===== src/rtl/seq_mult_pkg.sv =====
// Shared types for the sequential multiplier: operation and FSM encodings,
// plus helpers that decide operand signedness from the operation.
package seq_mult_pkg;

    localparam int unsigned OP_W    = 2;
    localparam int unsigned STATE_W = 2;

    typedef enum logic [OP_W-1:0] {
        OP_MUL    = 2'd0,
        OP_MULH   = 2'd1,
        OP_MULHSU = 2'd2,
        OP_MULHU  = 2'd3
    } mult_op_e;

    typedef enum logic [STATE_W-1:0] {
        ST_IDLE = 2'd0,
        ST_BUSY = 2'd1,
        ST_DONE = 2'd2
    } mult_state_e;

    function automatic logic a_is_signed(input mult_op_e op);
        return (op == OP_MULH) || (op == OP_MULHSU);
    endfunction

    function automatic logic b_is_signed(input mult_op_e op);
        return (op == OP_MULH);
    endfunction

endpackage


===== src/rtl/mult_radix_step.sv =====
// One multiply step: adds slice x multiplicand (pre-shifted by the caller)
// into the running double-width accumulator.
module mult_radix_step #(
    parameter int WIDTH          = 32,
    parameter int BITS_PER_CYCLE = 1
) (
    input  logic [2*WIDTH-1:0]        acc_i,
    input  logic [2*WIDTH-1:0]        mcand_i,
    input  logic [BITS_PER_CYCLE-1:0] slice_i,
    output logic [2*WIDTH-1:0]        sum_o
);

    always_comb begin
        sum_o = acc_i;
        for (int i = 0; i < BITS_PER_CYCLE; i++) begin
            if (slice_i[i]) begin
                sum_o = sum_o + (mcand_i << i);
            end
        end
    end

endmodule


===== src/rtl/seq_multiplier.sv =====
// Iterative sign-magnitude multiplier retiring BITS_PER_CYCLE bits per cycle.
// Define SEQ_MULT_ZERO_SKIP_EN to finish zero-operand requests in one edge.
module seq_multiplier
    import seq_mult_pkg::*;
#(
    parameter int WIDTH          = 32,
    parameter int BITS_PER_CYCLE = 1
) (
    input  logic             clk,
    input  logic             rst,
    input  logic [WIDTH-1:0] a_i,
    input  logic [WIDTH-1:0] b_i,
    input  logic [1:0]       op_i,
    input  logic             in_valid_i,
    output logic             in_ready_o,
    input  logic             flush_i,
    output logic [WIDTH-1:0] result_o,
    output logic             out_valid_o,
    input  logic             out_ready_i
);

    localparam int N  = WIDTH / BITS_PER_CYCLE;
    localparam int CW = $clog2(N + 1);

    mult_state_e        state_q, state_d;
    logic [CW-1:0]      count_q, count_d;
    logic [2*WIDTH-1:0] acc_q, acc_d;
    logic [2*WIDTH-1:0] mcand_q, mcand_d;
    logic [WIDTH-1:0]   mplier_q, mplier_d;
    logic               neg_q, neg_d;
    mult_op_e           op_q, op_d;
    logic [WIDTH-1:0]   result_q, result_d;

    mult_op_e           op_in;
    logic               a_neg, b_neg;
    logic [WIDTH-1:0]   a_mag, b_mag;
    logic [2*WIDTH-1:0] step_sum;
    logic [2*WIDTH-1:0] prod;

    // Magnitude of the most negative value wraps to itself, which is the
    // correct unsigned magnitude in WIDTH bits.
    assign op_in = mult_op_e'(op_i);
    assign a_neg = a_is_signed(op_in) & a_i[WIDTH-1];
    assign b_neg = b_is_signed(op_in) & b_i[WIDTH-1];
    assign a_mag = a_neg ? -a_i : a_i;
    assign b_mag = b_neg ? -b_i : b_i;

    mult_radix_step #(
        .WIDTH          (WIDTH),
        .BITS_PER_CYCLE (BITS_PER_CYCLE)
    ) u_step (
        .acc_i   (acc_q),
        .mcand_i (mcand_q),
        .slice_i (mplier_q[BITS_PER_CYCLE-1:0]),
        .sum_o   (step_sum)
    );

    assign prod = neg_q ? -step_sum : step_sum;

    always_comb begin
        state_d  = state_q;
        count_d  = count_q;
        acc_d    = acc_q;
        mcand_d  = mcand_q;
        mplier_d = mplier_q;
        neg_d    = neg_q;
        op_d     = op_q;
        result_d = result_q;
        if (flush_i) begin
            state_d  = ST_IDLE;
            count_d  = '0;
            acc_d    = '0;
            result_d = '0;
        end else begin
            unique case (state_q)
                ST_IDLE: begin
                    if (in_valid_i) begin
                        mcand_d  = {{WIDTH{1'b0}}, a_mag};
                        mplier_d = b_mag;
                        neg_d    = a_neg ^ b_neg;
                        op_d     = op_in;
                        acc_d    = '0;
                        count_d  = CW'(N);
                        state_d  = ST_BUSY;
`ifdef SEQ_MULT_ZERO_SKIP_EN
                        if ((a_i == '0) || (b_i == '0)) begin
                            count_d  = '0;
                            result_d = '0;
                            state_d  = ST_DONE;
                        end
`endif
                    end
                end
                ST_BUSY: begin
                    acc_d    = step_sum;
                    mcand_d  = mcand_q << BITS_PER_CYCLE;
                    mplier_d = mplier_q >> BITS_PER_CYCLE;
                    count_d  = count_q - CW'(1);
                    if (count_q == CW'(1)) begin
                        result_d = (op_q == OP_MUL) ? prod[WIDTH-1:0]
                                                    : prod[2*WIDTH-1:WIDTH];
                        state_d  = ST_DONE;
                    end
                end
                ST_DONE: begin
                    if (out_ready_i) begin
                        acc_d    = '0;
                        result_d = '0;
                        state_d  = ST_IDLE;
                    end
                end
                default: begin
                    state_d = ST_IDLE;
                end
            endcase
        end
    end

    always_ff @(posedge clk) begin
        if (rst) begin
            state_q  <= ST_IDLE;
            count_q  <= '0;
            acc_q    <= '0;
            mcand_q  <= '0;
            mplier_q <= '0;
            neg_q    <= 1'b0;
            op_q     <= OP_MUL;
            result_q <= '0;
        end else begin
            state_q  <= state_d;
            count_q  <= count_d;
            acc_q    <= acc_d;
            mcand_q  <= mcand_d;
            mplier_q <= mplier_d;
            neg_q    <= neg_d;
            op_q     <= op_d;
            result_q <= result_d;
        end
    end

    assign in_ready_o  = (state_q == ST_IDLE);
    assign out_valid_o = (state_q == ST_DONE);
    assign result_o    = result_q;

endmodule


===== config.mk =====
export PLATFORM = sky130hd
export DESIGN_NAME = seq_multiplier
export DESIGN_NICKNAME = d
export VERILOG_FILES = /design/src/rtl/seq_mult_pkg.sv /design/src/rtl/mult_radix_step.sv /design/src/rtl/seq_multiplier.sv
export SDC_FILE = /design/constraint.sdc
export NUM_CORES = 1
export LEC_CHECK = 0
export CAP_MARGIN = 40
export CORE_AREA = 2 2 230 232
export CTS_CLUSTER_SIZE = 20
export DETAILED_ROUTE_END_ITERATION = 8
export DIE_AREA = 0 0 232 234
export PLACE_DENSITY = 0.45
export SYNTH_ARGS = -nofsm -noshare
export SYNTH_HDL_FRONTEND = slang
export SYNTH_HIERARCHICAL = 1
export SYNTH_SLANG_ARGS = --single-unit

===== constraint.sdc =====
create_clock -name clk -period 4.8 [get_ports clk]
set_input_delay 0.72 -clock clk [delete_from_list [all_inputs] [get_ports clk]]
set_output_delay 0.72 -clock clk [all_outputs]
set_load 0.02 [all_outputs]

======== Word-level counts from Yosys, hierarchy flattened ========
Index checks and enable logic that the tools add are counted.
storage, ports and cells
  register bits ........................... 203
  output and inout port bits .............. 34
  input bits .............................. 71
  logic and storage cells ................. 59
cells by class
  equal/unequal tests ..................... 8
  add/sub/neg operators ................... 5
  bitwise operators ....................... 4
  muxes and demuxes ....................... 21
  reduce and logical (&&, ||, !) cells .... 13
operators with widths
  operator             number
  $mux 64              5
  $mux 32              6
  $pmux 64 s3          1
  $pmux 32 s2          2
  $pmux 64 s2          1
  $add 64x64->64       1
  $neg 32->32          2
  $neg 64->64          1
  $reduce_and 3->1     5
  $pmux 6 s2           1
  $eq 6x1->1 const B   1
  $mux 2               3
  $mux 6               1
  $pmux 2 s3           1
  $sub 6x1->6 const B  1
  $eq 2x1->1 const B   2
  $eq 2x2->1 const B   2
  $logic_not 2->1      2
  $ne 2x2->1 const B   2
  $reduce_bool 2->1    2
  $reduce_bool 3->1    1
  $and 1x1->1          2
  $ne 2x1->1 const B   1
  $reduce_and 2->1     1
  4 further kinds      4

======== Longest topological paths before layout ========
  word-level depth ........................ 7
  depth in mapped cells ................... 19
  gate-level depth less buffers ........... 17

======== By module ========
The synthesis kept the hierarchy.
by module, submodules not included
  module           cells an instance  sequential area each (um^2)  area an instance (um^2)  times used
  seq_multiplier   1307               4063.9                       10591.4                  1
  mult_radix_step  682                0.0                          4779.6                   1

======== Worst setup path before layout ========
No wires, ideal clock.
  path type ............................... reg2reg
  from .................................... register acc_q[0]
  to ...................................... register result_q[30] (netlist: result_o[30])
  slack ................................... 0.377 ns
  path buffers ............................ 0
  cell stages (with the launch flop) ...... 18
  data arrival time ....................... 4.338 ns
  library setup time ...................... 0.085 ns
  clock period less this slack ............ 4.423 ns
  required time ........................... 4.715 ns
  cell sequence ........................... dfxtp_1 > ha_1 > fa_1 > a21oi_1 > nand4b_1 > a21oi_1 > o31ai_1 > a31oi_4 > a21o_1 > a21oi_1 > xnor2_1 > mux2_2 > nor3_1 > nand2_1 > or4_1 > or4_1 > and3_1 > o31ai_2
between the ends
  cells in the longest elaborated chain, start to end .. 7
ends and longest elaborated chain
  element                   RTL line               text
  start: declaration        seq_multiplier.sv:27   logic [2*WIDTH-1:0] acc_q, acc_d;
  start signal: assignment  seq_multiplier.sv:123  acc_q <= '0;
  start signal: assignment  seq_multiplier.sv:132  acc_q <= acc_d;
  $add 64x64->64            mult_radix_step.sv:17  sum_o = sum_o + (mcand_i << i);
  $mux 64                   mult_radix_step.sv:16  if (slice_i[i]) begin
  named net step_sum[48]    seq_multiplier.sv:37   logic [2*WIDTH-1:0] step_sum;
  $neg 64->64               seq_multiplier.sv:58   assign prod = neg_q ? -step_sum : step_sum;
  $mux 64                   seq_multiplier.sv:58
  $mux 32                   seq_multiplier.sv:100  result_d = (op_q == OP_MUL) ? prod[WIDTH-1:0]
  $mux 32                   seq_multiplier.sv:99   if (count_q == CW'(1)) begin
  $pmux 32 s2               seq_multiplier.sv:75   unique case (state_q)
  end signal: assignment    seq_multiplier.sv:137  result_q <= result_d;
  end: declaration          seq_multiplier.sv:32   logic [WIDTH-1:0] result_q, result_d;
The timed path passes the listed nets, and every way through them passes these cells. The select of a mux whose other input is x is not followed.
A chain may end at the register's enable or synchronous reset.

======== Final worst setup path ========
  from .................................... register mcand_q[0]
  to ...................................... register result_q[3] (netlist: result_o[3])
between the ends
  cells in the longest elaborated chain, start to end .. 7
ends and longest elaborated chain
  element                   RTL line               text
  start: declaration        seq_multiplier.sv:28   logic [2*WIDTH-1:0] mcand_q, mcand_d;
  start signal: assignment  seq_multiplier.sv:133  mcand_q <= mcand_d;
  $add 64x64->64            mult_radix_step.sv:17
  $mux 64                   mult_radix_step.sv:16
  named net step_sum[26]    seq_multiplier.sv:37
  $neg 64->64               seq_multiplier.sv:58
  $mux 64                   seq_multiplier.sv:58
  $mux 32                   seq_multiplier.sv:100
  $mux 32                   seq_multiplier.sv:99
  $pmux 32 s2               seq_multiplier.sv:75
The timed path passes the listed nets, and every way through them passes these cells. The select of a mux whose other input is x is not followed.

==> impl_metrics.csv <==
group,metric,value,unit
setup_path,slowest_stage,"or4_1",
run_status,status,"finished clean",
yosys,avgSynthCellArea,7.73,um2
clocking,htreeDepth,1,
yosys,synthFlopType,"dfxtp_1",
yosys,synth_cells,1989,
yosys,synth-seq-area-share,0.264,
yosys,synth_area,0.0154,mm2
sta,hold_viol,0,
yosys,synth-edff-count,0,
clocking,cts_hold_buf,0,
pwr,p_total,4.79,mW
finish,fin_cells,2877,
global_route,grt_pass1_wl,93.9,mm
clocking,cts-root-buf,"clkbuf_16",
route,ant_nets,0,
route,wirelength,61.7,mm
setup_path,cp_data_arrival_time,5.11,ns
clocking,numCtsBuffers,26,
clocking,clk_pin_slew,0.06,ns
setup_path,critPathKind,"flip-flop to flip-flop",
sta,tightestPinTransition,0.824,ns
yosys,synth_top_cell_by_area,"dfxtp_1",
route,drt_first_pass_iters,5,
yosys,synth_area_leaders,"dfxtp_1, ha_1, nor2_1",
setup_path,slowest_delay,0.60,ns
global_route,first_global_vias,15400,
run,drv_cap,0,
clocking,clockBufferDepth,3,
finish,layout_commonest_cell,"nor2_1",
pwr,ir_worst_vdd,0.248,mV
finish,mostFrequentLayoutCells,"nor2_1, dfxtp_1, buf_4",
route,drt_iter0_drc,1224,
setup_path,endpoint_kind,"flip-flop",
yosys,ys_warn_count,6,
floorplan,io_pins,105,
yosys,async_reset_ff_frac,0,
finish,antenna_cells,0,
yosys,synth_nets,2130,
global_route,grt.overflow.total,0,
sta,finClkSkew,0.0182,ns
sta,rsz0062_at_grt,"true",
floorplan,die_area,0.0543,mm2
sta,fin_hold_ws,0.454,ns
global_route,grt_max_degree,68,
floorplan,core,0.0520,mm2
place,hpwl,47.2,mm
floorplan,num_rows,84,
place,dp_slack,-0.146,ns
floorplan,die_y,234,um
finish,fin_nets,2310,
sta,slew_headroom,0.447,
route,drcViolationCount,0,
yosys,ys_types,92,
setup_path,reg2reg_slack,0.13,ns
sta,fin_crit_sh,0.973,
route,vias_per_cell,5.58,
floorplan,start_util,0.295,
worst_hold_path,min_path_type,"flip-flop to flip-flop",
sta,fin_tns_setup,0,ns
sta,fmax,214,MHz
finish,syn2layout_area_growth,26.9,%
clocking,tritoncts,"built",
setup_path,required,5.24,ns
place,dpl.cell_count,2824,
sta,slew_viol_final,0,
sta,period_needed,4.67,ns
setup_path,cp-start-kind,"flip-flop",
clocking,worstSkewPairLatency,0.56,ns
floorplan,dieWidth,232,um
place,gp_congestion,0.905,
clocking,cts_sinks,203,
setup_path,cp_max_fo,4,
yosys,ys_ff_latch,203,
yosys,synth_top_area_share,0.264,
sta,setup_viol,0,
global_route,antenna_found_initial,2,
pwr,p_leak,7.79,nW
finish,drive_gt1_frac,0.180,
global_route,grt_use_total,0.222,
route,num_vias,16100,
pwr,p_per_area,246,mW/mm2
place,port_buffers,104,
route,avgRoutedWirePerCell,21.5,um
setup_path,path_cells,"ha_1, fa_2, a21oi_2, nand4b_1, a21oi_4, o21ai_2, and3_1, nor3_1, nor2_1, xnor2_1, mux2_2, or4_1, nor4_4, or3b_4, o41ai_2, buf_4, xor2_1, o21ai_1",
sta,fin_ws,0.131,ns
-- Yosys cell counts (all sizes together), types with 6 or more instances --
cell type / count
o21ai: 100
a21o: 40
nand2: 169
nor2b: 8
a211o: 6
and3: 17
a21oi: 160
xnor2: 78
mux2: 52
nand3: 39
dfxtp: 203
nand2b: 10
nor2: 221
o2111ai: 6
nor3: 53
clkbuf: 118
and2: 8
ha: 69
buf: 17
o21a: 11
and4: 6
or2: 13
nor4: 27
or3: 27
nand4: 38
a22o: 23
o211ai: 6
or4: 24
o41ai: 21
o221ai: 11
a31oi: 40
o22ai: 11
xor2: 72
a211oi: 23
o311ai: 6
mux2i: 13
inv: 41
a22oi: 87
a221oi: 9
o31ai: 31
o21bai: 20
-- stage by stage --
step / area, um2 / util
floorplan: 15400 / -
global placement: 18100 / 0.348
detailed placement: 18200 / 0.349
CTS: 19100 / 0.368
global route: 19500 / 0.375
finish: 19500 / 0.375
-- critical path, delay by kind of cell (launching register included) --
family	cells	cell delay, ns
mux	1	0.32
simple gates	7	2.18
buf+inv	1	0.17
fa+ha+maj	2	0.42
compound gates	5	0.74
flops	1	0.35
xor+xnor	2	0.37
-- flip-flops by register name (all words and copies together), names as in the netlist --
name,count
count_q,6
op_q,2
mcand_q,64
neg_q,1
mplier_q,32
result_o,32
acc_q,64
state_q,2
-- cells by family after synthesis --
family,Yosys count,share of synthesized area
buffers and inverters,177,0.0437
and+or+nand+nor,676,0.215
xor gates and xnor gates,150,0.0855
AOI/OAI and AO/OA,648,0.288
DFF,203,0.264
muxes,65,0.0466
adders and majority gates,70,0.0575
-- final timing paths --
check,end,from,depth (start not counted)
setup / recovery,result_o[3],mcand_q[0],18
hold / removal,mplier_q[17],mplier_q[17],2
setup reg to reg,result_o[3],mcand_q[0],18
hold reg to reg,mplier_q[17],mplier_q[17],2
-- routing by layer --
metal  vias to the layer above  global-route usage  wire length [um]
li1                       7798                   -                 -
met4                         4              0.0591              1600
met3                        86              0.0361              3800
met1                      7684               0.298             28100
met2                       486               0.367             28200
met5                         -                   0                28
-- power breakdown --
part	total [mW]	leakage (nW)	internal, mW	switching (mW)
sequential	1.76	1.65	1.73	0.0374
clock	2.15	0.454	1.32	0.831
combinational	0.882	5.69	0.355	0.527
total	4.79	7.79	3.40	1.40
-- area by class of cell --
cell class                      count  area [um2]
Fill cell                        5515       32500
Multi-Input combinational cell   1609       11000
Sequential cell                   203        4080
Timing Repair Buffer              287        2460
Tap cell                          688         861
Clock buffer                       36         759
Clock inverter                     12         169
Inverter                           42         158
-- repair_timing --
action | CTS | global route
endpoints found under the setup margin | 14 | 31
cloned | 0 | 0
pin swaps | 0 | 12
setup buffers | 0 | 5
gates resized for setup | 7 | 74
(Power assumes the default switching activity.)
